===== src/rtl/spi_tx_feeder.sv =====
// Paced FIFO feeder for a 16-bit SPI output shifter: one writeSPI pulse per WORD_CYCLES clocks at most.
// Optional SPI_TX_FLUSH_EN adds a synchronous 'flush' input that empties the FIFO.
module spi_tx_feeder #(
  parameter int DEPTH       = 8,
  parameter int AW          = 3,
  parameter int WORD_CYCLES = 16
) (
  input  logic          clock,
  input  logic          reset,
`ifdef SPI_TX_FLUSH_EN
  input  logic          flush,
`endif
  input  logic [15:0]   wr_data,
  input  logic          wr_en,
  output logic          full,
  output logic          empty,
  output logic [AW:0]   level,
  output logic          overflow,
  input  logic          ovf_clr,
  output logic [15:0]   data,
  output logic          writeSPI
);

  localparam int CW = (WORD_CYCLES > 1) ? $clog2(WORD_CYCLES) : 1;
  localparam logic [AW:0]   FULL_LEVEL = (AW+1)'(DEPTH);
  localparam logic [CW-1:0] PACE_LOAD  = CW'(WORD_CYCLES - 1);

  localparam logic [0:0] IDLE = 1'b0;
  localparam logic [0:0] PACE = 1'b1;

  logic [15:0]   mem [DEPTH];
  logic [AW-1:0] wr_ptr;
  logic [AW-1:0] rd_ptr;
  logic [0:0]    state;
  logic [CW-1:0] pace_cnt;

  logic flush_i;
  logic issue;
  logic push;
  logic drop;

`ifdef SPI_TX_FLUSH_EN
  assign flush_i = flush;
`else
  assign flush_i = 1'b0;
`endif

  assign full  = (level == FULL_LEVEL);
  assign empty = (level == '0);

  // A pop is only ever the FSM issuing a pulse; a flush suppresses it so nothing stale escapes.
  assign issue = !empty && !flush_i && ((state == IDLE) || (pace_cnt == '0));
  assign push  = wr_en && !flush_i && (!full || issue);
  assign drop  = wr_en && !flush_i && full && !issue;

  always_ff @(posedge clock) begin
    if (push) mem[wr_ptr] <= wr_data;
  end

  always_ff @(posedge clock or posedge reset) begin
    if (reset) begin
      wr_ptr <= '0;
      rd_ptr <= '0;
      level  <= '0;
    end else if (flush_i) begin
      wr_ptr <= '0;
      rd_ptr <= '0;
      level  <= '0;
    end else begin
      if (push)  wr_ptr <= wr_ptr + 1'b1;
      if (issue) rd_ptr <= rd_ptr + 1'b1;
      case ({push, issue})
        2'b10:   level <= level + 1'b1;
        2'b01:   level <= level - 1'b1;
        default: level <= level;
      endcase
    end
  end

  always_ff @(posedge clock or posedge reset) begin
    if (reset) begin
      overflow <= 1'b0;
    end else if (drop) begin
      overflow <= 1'b1;
    end else if (ovf_clr) begin
      overflow <= 1'b0;
    end
  end

  // pace_cnt keeps running through a flush so the next word still honours the spacing.
  always_ff @(posedge clock or posedge reset) begin
    if (reset) begin
      state    <= IDLE;
      pace_cnt <= '0;
      data     <= '0;
      writeSPI <= 1'b0;
    end else if (issue) begin
      state    <= PACE;
      pace_cnt <= PACE_LOAD;
      data     <= mem[rd_ptr];
      writeSPI <= 1'b1;
    end else begin
      writeSPI <= 1'b0;
      if (state == PACE) begin
        if (pace_cnt == '0) state <= IDLE;
        else                pace_cnt <= pace_cnt - 1'b1;
      end
    end
  end

endmodule


===== config.mk =====
export PLATFORM = sky130hd
export DESIGN_NAME = spi_tx_feeder
export DESIGN_NICKNAME = d
export VERILOG_FILES = /design/src/rtl/spi_tx_feeder.sv
export SDC_FILE = /design/constraint.sdc
export NUM_CORES = 1
export LEC_CHECK = 0
export ABC_AREA = 1
export BUFFER_PORTS_ARGS = -buffer_cell sky130_fd_sc_hd__buf_4
export CORE_UTILIZATION = 55
export DETAILED_ROUTE_END_ITERATION = 8
export PLACE_DENSITY = 0.74
export REMOVE_ABC_BUFFERS = 1
export SYNTH_ARGS = -nofsm -noshare
export SYNTH_HDL_FRONTEND = slang
export SYNTH_SLANG_ARGS = --single-unit
export TNS_END_PERCENT = 30

===== constraint.sdc =====
create_clock -name clock -period 7.5 [get_ports clock]
set_clock_uncertainty 0.2 [all_clocks]
set_input_delay 1.125 -clock clock [delete_from_list [all_inputs] [get_ports clock]]
set_output_delay 1.125 -clock clock [all_outputs]
set_load 0.02 [all_outputs]

# --- After elaboration in Yosys (flattened, before gate mapping) ---
# Memory sizes are Yosys's and may differ from the RTL's. A register that Yosys moved wholly into a read port is not among the register bits.
# Index checks and enable logic that the tools add are counted.
word_totals:
  register_bits: 17
  latchBits: 0
  ramBits: 128
  romBits: 0
  output_inout_bits: 24
  memories: 1
memory_table:
  columns: ["name", "depth", "width", "read_ports", "rd_ports_with_merged_regs", "write_ports", "line", "rtl"]
  rows:
  - ["mem", 8, 16, 1, 1, 1, "31", "logic [15:0] mem [DEPTH];"]
classes:
  n_addsub: 5
  mul: 0
  div_mod_pow: 0
  magnitude_cmp: 0
  n_eq_ne: 4
  shift: 0
  n_mux: 12
  bitwise_logic: 1
  n_reduce_logical: 15
op_table:
  columns: ["op", "n"]
  rows:
  - ["2-to-1 mux 4 bit", 3]
  - ["zero test 4 bit", 2]
  - ["2-to-1 mux 1 bit", 8]
  - ["case mux 4 bit (2 select lines)", 1]
  - ["subtractor 4 x 1 -> 4 bit, second input constant", 2]
  - ["adder 3 x 1 -> 3 bit, second input constant", 2]
  - ["nonzero test 2 bit", 3]
  - ["adder 4 x 1 -> 4 bit, second input constant", 1]
  - ["equality test 4 bit, second input constant", 1]
  - ["logical AND 1 bit", 4]
  - ["zero test 1 bit", 3]
  - ["equality test 2 x 1 -> 1 bit, second input constant", 1]
  - ["equality test 2 bit, second input constant", 1]
  - ["logical OR 1 bit", 2]
  - ["!= test 2 bit, second input constant", 1]
  - ["AND reduction 2 bit", 1]
  - ["NOT 1 bit", 1]

# --- Depth between registers and ports, before layout ---
# Gate-level depths: netlist of run 1.
depth:
  word_depth: 7
  mapped_depth: 13
  ltp_nobuf: 13

# --- Worst setup path after synthesis of run 1 ---
# Ideal clock, no wire load.
synth_timing:
  path_type: "input to register"
  from: "input port wr_en"
  to: "memory mem[0][0], enable pin"
  setup_ns: 0.388
  t_arrival_ns: 2.144
  required_ns: 6.912
  setup_slack_ns: 4.767
  path_stages: 3
  path_buffers: 0
  path_cell_list: "nand2_2 or2_1 nor2_1"
synth_between:
  elab_chain_len: 3
synth_rtl:
  columns: ["item", "line", "rtl"]
  rows:
  - ["start: declaration", "14", "input logic wr_en,"]
  - ["logical AND 1 bit", "53", "assign push = wr_en && !flush_i && (!full || issue);"]
  - ["2-to-1 mux 1 bit", "57", "if (push) mem[wr_ptr] <= wr_data;"]
  - ["2-to-1 mux 1 bit (not written as such)", "57", null]
  - ["end: declaration", "31", null]
# No other way between the ends.

# --- Worst setup path in the final report of run 1 ---
layout_timing:
  from: "register pace_cnt[0]"
  to: "register pace_cnt[2]"
layout_between:
  elab_chain_len: 5
layout_rtl:
  columns: ["item", "line", "rtl"]
  rows:
  - ["start: declaration", "35", "logic [CW-1:0] pace_cnt;"]
  - ["start signal: assignment", "106", "else pace_cnt <= pace_cnt - 1'b1;"]
  - ["branches (longest 5 deep; another with subtractor 4 x 1 -> 4 bit)", null, null]
# Several ways; the timed one is not identified. The select of a mux whose other input is x is not followed.
# A chain may end at the register's enable or synchronous reset.

==> tab_implementation.tex, run 1 <==
\begin{tabular}{lr}
\hline
Metric & Value \\
\hline
\multicolumn{2}{l}{\textbf{Synthesis}} \\
Most frequent cell after synthesis & edfxtp\_1 \\
Number of enable-type register cells in the synthesized netlist & 128 \\
Flop and latch count out of synthesis & 161 \\
Synthesized area per cell & 13.3 sq um \\
Number of cells produced by synthesis & 484 \\
Ys flop type & edfxtp\_1 \\
Summed instance area of the synthesized netlist & 6430 sq um \\
Most numerous cell types in the synthesized netlist & edfxtp\_1, nor2\_1, nand2\_1 \\
Library cell occupying the most area in the post-synthesis netlist & edfxtp\_1 \\
Warning count from the yosys run & 0 \\
Ranking of synthesized cells by area & edfxtp\_1, dfrtp\_1, nor2\_1 \\
Ys async rst share & 20.5\% \\
Part of the Yosys area used for sequential elements & 72.6\% \\
Count of unique library cells instantiated by Yosys & 31 \\
Area share of the leading cell type in the synthesized netlist & 59.8\% \\
\multicolumn{2}{l}{\textbf{Pwr}} \\
Leakage dissipation & 2.79 nW \\
Power per standard cell area & 400 nW/um\^{}2 \\
Worst ir drop on vdd & 0.345 mV \\
\multicolumn{2}{l}{\textbf{Critical path}} \\
Kind of end point of the critical path & flop \\
End of the worst register-to-register path & pace\_cnt[2]\$\_DFFE\_PP0P\_ \\
R2R cell count & 8 \\
Crit path max-delay cell type & nand2\_1 \\
CP peak stage delay & 690 ps \\
Kind of start point of the critical path & flop \\
FF-to-FF Start & pace\_cnt[0]\$\_DFFE\_PP0P\_ \\
WP data required & 7590 ps \\
Internal reg-to-reg setup slack & 4520 ps \\
Critical path class & flop to flop \\
Worst Path Max Fanout & 21 \\
Data arrival time of the worst path & 3070 ps \\
Kind of cell with the highest combined delay on the critical path & simple AND/OR/NAND/NOR gates \\
Series of cell instances along the critical path & inv\_1 -> ha\_1 -> nand2\_1 -> nand2\_4 -> nand2\_1 -> inv\_1 -> o21ai\_0 -> o21ai\_0 \\
Worst path bufs/invs & 2 \\
\multicolumn{2}{l}{\textbf{CTS}} \\
Source-to-sink clock delay at the later pin of the worst-skew pair & 420 ps \\
Cts bufs inserted & 17 \\
Clock slew at the register clock pins of the worst setup and hold paths & 60 ps \\
Setup bufs post-CTS & 0 \\
Sinks on the clock net & 161 \\
Root Driver & clkbuf\_16 \\
Clock H-tree levels & 4 \\
Bufs on Longest Clock Path & 2 \\
CTS tree & built \\
Hold-fix buffers at CTS & 0 \\
Count of cells resized by post-cts repair & 0 \\
\multicolumn{2}{l}{\textbf{Global routing}} \\
Global-route wire length before repair & 20400 um \\
Met3 global-route usage & 6.23\% \\
Maximum number of pins on one net before global-route repair & 67 \\
Number of global-route vias before repair & 3916 \\
All-layer global routing usage & 23.7\% \\
Global routing met2 resource utilization & 36.6\% \\
Fraction of met1 tracks used by global routing & 33.1\% \\
Number of antenna violations at the first check in global routing & 0 \\
Most Crowded Layer GR & met2 \\
Aggregate global routing overflow & 0 \\
\multicolumn{2}{l}{\textbf{Floorplan}} \\
Die height & 110 um \\
Initial core utilization & 56.3\% \\
Core area & 11400 sq um \\
Die outline area & 12100 sq um \\
Die Width & 110 um \\
Number of rows created at floorplan & 39 \\
Ports & 44 \\
\multicolumn{2}{l}{\textbf{Timing}} \\
Relative slew slack & 16.3\% \\
Max Freq & 336 MHz \\
Hold violation total from the final report & 0 \\
Worst Tran Pin Value & 1260 ps \\
Share of the clock period used by the worst path after layout & 39.7\% \\
Worst slack on hold paths & 279 ps \\
Number of endpoints failing setup at the final stage & 0 \\
Minimum period implied by the final worst setup slack & 2980 ps \\
Unrepaired setup endpoints after global routing & no \\
Total count of max-transition violations in the final report & 0 \\
Smallest setup slack after layout & 4520 ps \\
Sum Neg Setup Slack & 0 ps \\
\multicolumn{2}{l}{\textbf{Run}} \\
Max-Cap Viols & 0 \\
\multicolumn{2}{l}{\textbf{Routing}} \\
DRC viols & 0 \\
Routed WL & 13100 um \\
DR iter-0 viols & 360 \\
Length of the first detailed-routing pass in iterations & 4 \\
Total via count in the routed design & 3972 \\
Average wire length per cell after detail routing & 19.1 um \\
Remaining number of nets flagged by the antenna check after routing & 0 \\
Number of vias per cell & 5.82 \\
\multicolumn{2}{l}{\textbf{Cells and area}} \\
Fillcell total & 833 \\
Number of antenna diodes & 0 \\
Total area of sequential cells & 4670 sq um \\
Non-filler cells in the finished layout & 683 \\
Fraction of final layout cells with drive strength greater than 1 & 17.8\% \\
Share of the core filled with cells & 64.8\% \\
Post-layout net count & 551 \\
Synth-to-layout area growth & 15.0\% \\
Multi-input gate area & 1550 sq um \\
\multicolumn{2}{l}{\textbf{Place}} \\
DP HPWL & 7670 um \\
Global placement routability congestion & 0.806 \\
Count of input and output buffers & 43 \\
Instance count after placement with tap cells included & 651 \\
Dpl ws & 4210 ps \\
\multicolumn{2}{l}{\textbf{Run status}} \\
Result of the run & completed \\
\multicolumn{2}{l}{\textbf{Hold path}} \\
Beginning of the worst hold path & data[2]\$\_DFFE\_PP0P\_ \\
Class of the worst hold path & flop to flop \\
Worst hold path stage count & 2 \\
Hold-critical path endpoint & data[2]\$\_DFFE\_PP0P\_ \\
\hline
\end{tabular}
worst max-delay path by stage:
stage / start / endpoint / slack (ps) / cells after the start
5_1_grt: pace_cnt[0]$_DFFE_PP0P_ / pace_cnt[3]$_DFFE_PP0P_ / 4280 / 8
3_5_place_dp: wr_en / mem[6][2]$_DFFE_PP_ / 4210 / 4
4_1_cts: pace_cnt[0]$_DFFE_PP0P_ / mem[6][15]$_DFFE_PP_ / 4390 / 9
6_report: pace_cnt[0]$_DFFE_PP0P_ / pace_cnt[2]$_DFFE_PP0P_ / 4520 / 8
2_1_floorplan: rd_ptr[0]$_DFFE_PP0P_ / data[0]$_DFFE_PP0P_ / 4620 / 5
3_3_place_gp: wr_en / mem[6][10]$_DFFE_PP_ / 4250 / 4
sequential cells by signal, indices dropped and copies added, names as in the netlist:
register  flops
mem         128
level         4
writeSPI      1
pace_cnt      4
rd_ptr        3
wr_ptr        3
state         1
overflow      1
data         16
cells by family after synthesis:
group	share of synthesized area (%)
XOR/XNOR	0.817
multiplexers	2.49
AND/OR/NAND/NOR	10.2
flip-flops	72.6
AO/OA/AOI/OAI	9.63
buffers and inverters	3.44
adder cells (fa/ha/maj)	0.778
tightest hold or removal path, stage by stage (launching register included):
cell and delay [ps]:
dfrtp_1 340, nand2_1 50, nand2_1 50
power by group:
part | internal, mW | leakage [nW] | switching [mW] | total (mW)
combinational | 0.310 | 0.976 | 0.602 | 0.912
clock | 0.435 | 0.252 | 0.342 | 0.778
sequential | 1.16 | 1.56 | 0.114 | 1.27
metal layers:
layer / share of wire, % / vias to the layer above
met5: 0 / -
met4: 1.1 / 0
met3: 5.7 / 16
met2: 47 / 125
met1: 46 / 1989
li1: - / 1842
cell usage in the layout, fill, tap and decap left out, types with 2 or more instances in the layout:
cell          n
o32ai_1      16
nor2_1       72
inv_6         4
nand3_1       2
mux2i_1      16
clkinv_2      2
nor2_2        5
o21ai_0      40
inv_2         3
o211ai_1     16
ha_1          4
clkbuf_1      4
clkbuf_16    17
nand2_2       4
nand2_4       2
dfrtp_1      32
inv_1        20
nand2_1      65
buf_4        51
o221ai_1     16
edfxtp_1    128
clkinvlp_4    3
xor2_1        5
nand4_1       2
area by class of cell:
type / instances / area share (%)
tap: 143 / 2.42
timing repair buffer: 51 / 5.18
clock inverter: 10 / 1.03
clock buffer: 22 / 6.14
multi-input combinational: 273 / 20.9
sequential: 161 / 63.1
inverter: 23 / 1.17
through the flow:
step / cell area (sq um) / power [mW]
2_1_floorplan: 6300 / 1.85
3_3_place_gp: 6860 / 2.16
3_5_place_dp: 6860 / 2.20
4_1_cts: 7390 / 2.97
5_1_grt: 7400 / 3.13
6_report: 7400 / 2.96
(Power assumes the default switching activity.)
==> run 2, diff against run 1 <==
Clock period 7.5 ns to 3.1 ns, I/O delays scaled along.
==> tab_implementation.tex, run 2 (same netlist as run 1, synthesis figures left out) <==
\begin{tabular}{lr}
\hline
Metric & Value \\
\hline
\multicolumn{2}{l}{\textbf{Routing}} \\
Number of vias per cell & 5.78 \\
Length of the first detailed-routing pass in iterations & 5 \\
Total via count in the routed design & 4055 \\
DR iter-0 viols & 320 \\
Remaining number of nets flagged by the antenna check after routing & 0 \\
Routed WL & 13500 um \\
Average wire length per cell after detail routing & 19.2 um \\
DRC viols & 0 \\
\multicolumn{2}{l}{\textbf{Critical path}} \\
Kind of start point of the critical path & flop \\
Data arrival time of the worst path & 2190 ps \\
Worst Path Max Fanout & 8 \\
WP data required & 3020 ps \\
Critical path class & flop to flop \\
Kind of end point of the critical path & flop \\
FF-to-FF Start & pace\_cnt[0]\$\_DFFE\_PP0P\_ \\
Launching element of the worst setup path & pace\_cnt[0]\$\_DFFE\_PP0P\_ \\
\multicolumn{2}{l}{\textbf{Global routing}} \\
All-layer global routing usage & 24.4\% \\
Number of global-route vias before repair & 3879 \\
Maximum number of pins on one net before global-route repair & 66 \\
Met3 global-route usage & 5.06\% \\
Most Crowded Layer GR & met2 \\
Global routing met2 resource utilization & 40.5\% \\
Number of antenna violations at the first check in global routing & 0 \\
Fraction of met1 tracks used by global routing & 31.3\% \\
Global-route wire length before repair & 20800 um \\
Aggregate global routing overflow & 0 \\
\multicolumn{2}{l}{\textbf{CTS}} \\
Clock slew at the register clock pins of the worst setup and hold paths & 60 ps \\
Clock H-tree levels & 4 \\
Setup bufs post-CTS & 0 \\
Count of cells resized by post-cts repair & 0 \\
Bufs on Longest Clock Path & 2 \\
CTS tree & built \\
Cts bufs inserted & 17 \\
Sinks on the clock net & 161 \\
Source-to-sink clock delay at the later pin of the worst-skew pair & 420 ps \\
Root Driver & clkbuf\_16 \\
Hold-fix buffers at CTS & 0 \\
\multicolumn{2}{l}{\textbf{Cells and area}} \\
Commonest non-fill, non-tap cells in the layout & edfxtp\_1, nor2\_1, buf\_4 \\
Non-filler cells in the finished layout & 701 \\
Synth-to-layout area growth & 17.6\% \\
Biggest regs & mem: 128 flops, data: 16 flops \\
Most common cell after layout, fill and taps aside & edfxtp\_1 \\
Flip-flop count of the largest register, all copies and words added & 128 \\
Largest register by flop count & mem \\
Fraction of final layout cells with drive strength greater than 1 & 19.9\% \\
Post-layout net count & 569 \\
Number of antenna diodes & 0 \\
\multicolumn{2}{l}{\textbf{Floorplan}} \\
Core area & 11400 sq um \\
Initial core utilization & 56.3\% \\
Die Width & 110 um \\
Die outline area & 12100 sq um \\
Number of rows created at floorplan & 39 \\
Die height & 110 um \\
Ports & 44 \\
\multicolumn{2}{l}{\textbf{Pwr}} \\
Net switching component of the power & 2.55 mW \\
Sequential power share & 42.0\% \\
Power per standard cell area & 973 nW/um\^{}2 \\
Switching fraction of total power & 34.7\% \\
Fraction of power consumed by combinational cells & 30.9\% \\
Int Power & 4.81 mW \\
Clk network pwr share & 27.1\% \\
Leakage dissipation & 2.90 nW \\
Worst ir drop on vdd & 1.19 mV \\
\multicolumn{2}{l}{\textbf{Timing}} \\
Worst Tran Pin Value & 978 ps \\
Number of endpoints failing setup at the final stage & 0 \\
Sum Neg Setup Slack & 0 ps \\
Hold violation total from the final report & 0 \\
Total count of max-transition violations in the final report & 0 \\
Share of the clock period used by the worst path after layout & 73.1\% \\
Unrepaired setup endpoints after global routing & no \\
Minimum period implied by the final worst setup slack & 2270 ps \\
Relative slew slack & 34.7\% \\
Max Freq & 441 MHz \\
\multicolumn{2}{l}{\textbf{Place}} \\
Instance count after placement with tap cells included & 669 \\
Count of input and output buffers & 43 \\
Global placement routability congestion & 0.809 \\
DP HPWL & 8760 um \\
\multicolumn{2}{l}{\textbf{Run}} \\
Max-Cap Viols & 0 \\
\multicolumn{2}{l}{\textbf{Run status}} \\
Result of the run & completed \\
\multicolumn{2}{l}{\textbf{Hold path}} \\
Class of the worst hold path & primary input to flop \\
Beginning of the worst hold path & ovf\_clr \\
\hline
\end{tabular}
[run 2: cell types whose count changed in the layout (fill, tap and decap cells not counted), sizes merged]
cell and delta:
buf +18, bufinv +2, clkinv +3, clkbuf -2, inv -3
[run 2: critical path, cell delays in order, from the launching register on]
cell     delay, ps
dfrtp_1        400
inv_1           70
ha_1           160
nand2_1         90
nand2_4        100
inv_1          100
nand2_2        100
nand2_2         80
or2_1          280
nor2_1         160
buf_4          210
[run 2: path summary, 6_finish.rpt]
check / end / slack (ps) / cells after the start
worst max-delay path: mem[4][0]$_DFFE_PP_ / 830 / 10
worst min-delay path: overflow$_DFFE_PP0P_ / 40 / 2
worst max register to register: mem[4][0]$_DFFE_PP_ / 830 / 10
worst min register to register: data[5]$_DFFE_PP0P_ / 280 / 2
max in group asynchronous: data[9]$_DFFE_PP0P_ / 1870 / 3
min in group asynchronous: data[5]$_DFFE_PP0P_ / 70 / 2
[run 2: cell type report]
cell class	count	area [sq um]
inverters	23	86.3
multi-input cells	273	1540
well taps	143	179
repair buffers	69	518
clock buffers	20	437
flip-flops and latches	161	4670
clock inverters	12	135
fillers	825	3850
[run 2: routing by layer]
metal | up-vias | share of wire, %
met4 | 0 | 2.2
met3 | 21 | 7.1
li1 | 1885 | -
met2 | 184 | 51
met1 | 1965 | 40
met5 | - | 0
[run 2: per-stage QoR]
step / hold slack, ps / worst slack (ps) / utilization, % / instance area [sq um] / power, mW
final: 39.9 / 832 / 66.3 / 7570 / 7.36
after global routing: 52.7 / 653 / 66.3 / 7570 / 7.76
after CTS: 16.8 / 818 / 66.3 / 7570 / 7.41
after detailed placement: 271 / 827 / 61.3 / 6990 / 5.41
after global placement: 265 / 929 / 61.3 / 6990 / 5.31
after floorplan: 252 / 222 / - / 6300 / 4.49
[run 2: power groups by stage]
stage	logic [mW]	registers (mW)	clock network, mW
finish	2.28	3.09	2.00
global route	2.51	3.14	2.11
CTS	2.29	3.09	2.03
detailed placement	2.28	3.13	0
global placement	2.20	3.11	0
floorplan	1.12	3.37	0
==> run 3, diff against run 2 <==
Clock period 3.1 ns to 2.1 ns, I/O delays scaled along.
==> tab_implementation.tex, run 3 (same netlist as run 1, synthesis figures left out) <==
\begin{tabular}{lr}
\hline
Metric & Value \\
\hline
\multicolumn{2}{l}{\textbf{Critical path}} \\
Kind of start point of the critical path & flop \\
Data arrival time of the worst path & 2010 ps \\
Critical path class & flop to flop \\
WP data required & 2030 ps \\
Kind of end point of the critical path & flop \\
Worst Path Max Fanout & 8 \\
Internal reg-to-reg setup slack & 20 ps \\
\multicolumn{2}{l}{\textbf{Pwr}} \\
Leakage dissipation & 3.03 nW \\
Worst ir drop on vdd & 0.801 mV \\
PnR Total Power & 10.9 mW \\
Power per standard cell area & 1380 nW/um\^{}2 \\
\multicolumn{2}{l}{\textbf{Floorplan}} \\
Ports & 44 \\
Number of rows created at floorplan & 39 \\
Core area & 11400 sq um \\
Die Width & 110 um \\
Initial core utilization & 56.3\% \\
Die outline area & 12100 sq um \\
Die height & 110 um \\
\multicolumn{2}{l}{\textbf{Global routing}} \\
Number of antenna violations at the first check in global routing & 0 \\
All-layer global routing usage & 25.0\% \\
Number of global-route vias before repair & 4123 \\
Global-route wire length before repair & 21400 um \\
Aggregate global routing overflow & 0 \\
Maximum number of pins on one net before global-route repair & 67 \\
\multicolumn{2}{l}{\textbf{CTS}} \\
Clock H-tree levels & 4 \\
Source-to-sink clock delay at the later pin of the worst-skew pair & 420 ps \\
Cts bufs inserted & 17 \\
Clock slew at the register clock pins of the worst setup and hold paths & 60 ps \\
CTS tree & built \\
Sinks on the clock net & 161 \\
Bufs on Longest Clock Path & 2 \\
Root Driver & clkbuf\_16 \\
\multicolumn{2}{l}{\textbf{Place}} \\
Count of input and output buffers & 43 \\
DP HPWL & 8480 um \\
Global placement routability congestion & 0.850 \\
\multicolumn{2}{l}{\textbf{Cells and area}} \\
Most common cell after layout, fill and taps aside & edfxtp\_1 \\
Flip-flop count of the largest register, all copies and words added & 128 \\
Largest register by flop count & mem \\
Number of antenna diodes & 0 \\
Post-layout net count & 598 \\
Synth-to-layout area growth & 22.5\% \\
Fraction of final layout cells with drive strength greater than 1 & 22.5\% \\
Share of the core filled with cells & 69.0\% \\
Biggest regs & mem: 128 flops, data: 16 flops \\
Commonest non-fill, non-tap cells in the layout & edfxtp\_1, nor2\_1, buf\_4 \\
\multicolumn{2}{l}{\textbf{Timing}} \\
Total count of max-transition violations in the final report & 0 \\
Sum Neg Setup Slack & 0 ps \\
Hold violation total from the final report & 1 \\
Unrepaired setup endpoints after global routing & yes \\
Worst slack on hold paths & -0.869 ps \\
Number of endpoints failing setup at the final stage & 0 \\
Max Freq & 480 MHz \\
Relative slew slack & 68.4\% \\
Minimum period implied by the final worst setup slack & 2080 ps \\
Worst Tran Pin Value & 474 ps \\
Share of the clock period used by the worst path after layout & 99.2\% \\
\multicolumn{2}{l}{\textbf{Run status}} \\
Result of the run & finished, violations left \\
Violated checks & negative hold slack \\
\multicolumn{2}{l}{\textbf{Routing}} \\
Remaining number of nets flagged by the antenna check after routing & 0 \\
Routed WL & 13900 um \\
Number of vias per cell & 5.76 \\
DRC viols & 0 \\
Average wire length per cell after detail routing & 19.1 um \\
Length of the first detailed-routing pass in iterations & 5 \\
DR iter-0 viols & 284 \\
Total via count in the routed design & 4199 \\
\multicolumn{2}{l}{\textbf{Hold path}} \\
Class of the worst hold path & primary input to flop \\
\multicolumn{2}{l}{\textbf{Run}} \\
Max-Cap Viols & 0 \\
\hline
\end{tabular}
run 3: changes by cell type in the layout (fill, tap and decap cells not counted), sizes merged:
cell,delta
dlygate4sd3,+18
buf,+11
clkinv,+3
clkinvlp,-3
bufinv,-2
clkbuf,+2
inv,-1
run 3: through the flow:
stage	instances	setup WS [ps]	hold slack (ps)	cell area, sq um
after floorplan	457	-778	214	6300
after global placement	676	48.8	256	7060
after detailed placement	676	-48.8	264	7060
after CTS	726	6.81	11.9	7760
after global routing	729	-56.7	14.6	7880
final	729	16.2	-0.869	7880
run 3: worst max-delay path, stage by stage, from the launching register on:
cell and delay [ps]:
dfrtp_1 390, inv_1 60, ha_2 170, nand2_2 70
nand2_4 60, inv_2 40, nand2_2 90, nand2_4 70
or2_4 320, nor2_4 160, buf_6 160
run 3: layer usage:
metal / up-vias / share of wire (%) / global-route usage, % / wire length [um]
li1: 1938 / - / - / -
met1: 2077 / 39 / 30.8 / 5410
met2: 168 / 53 / 43.5 / 7440
met3: 16 / 6.2 / 4.59 / 868
met4: 0 / 1.6 / 10.2 / 218
met5: - / 0 / 0 / 0
run 3: power breakdown:
| group | switching [mW] | internal [mW] | leakage (nW) |
|---|---|---|---|
| clock network | 1.14 | 1.51 | 0.252 |
| registers | 0.326 | 4.13 | 1.56 |
| logic | 2.39 | 1.40 | 1.21 |
run 3: area by class of cell:
| class | count | area (sq um) |
|---|---|---|
| sequential | 161 | 4670 |
| clock buffer | 22 | 454 |
| tap | 143 | 179 |
| timing repair buffer | 98 | 842 |
| clock inverter | 9 | 42.5 |
| inverter | 23 | 86.3 |
| multi-input combinational | 273 | 1600 |
| fill | 770 | 3540 |
run 3: worst paths after layout:
path	startpoint	endpoint	cells past startpoint
min in group asynchronous	reset	data[5]$_DFFE_PP0P_	4
max in group asynchronous	reset	rd_ptr[0]$_DFFE_PP0P_	4
worst min-delay path	wr_en	wr_ptr[0]$_DFFE_PP0P_	4
worst max register to register	pace_cnt[1]$_DFFE_PP0P_	mem[4][9]$_DFFE_PP_	10
worst max-delay path	pace_cnt[1]$_DFFE_PP0P_	mem[4][9]$_DFFE_PP_	10
worst min register to register	data[10]$_DFFE_PP0P_	data[10]$_DFFE_PP0P_	2
run 3: timing repair:
item,4_1_cts,5_1_grt
gates cloned,0,0
resized for setup,7,25
endpoints found under the setup margin,81,135
hold buffers,18,0
hold endpoints to repair,162,0
pin swaps,0,6
buffers inserted,1,3
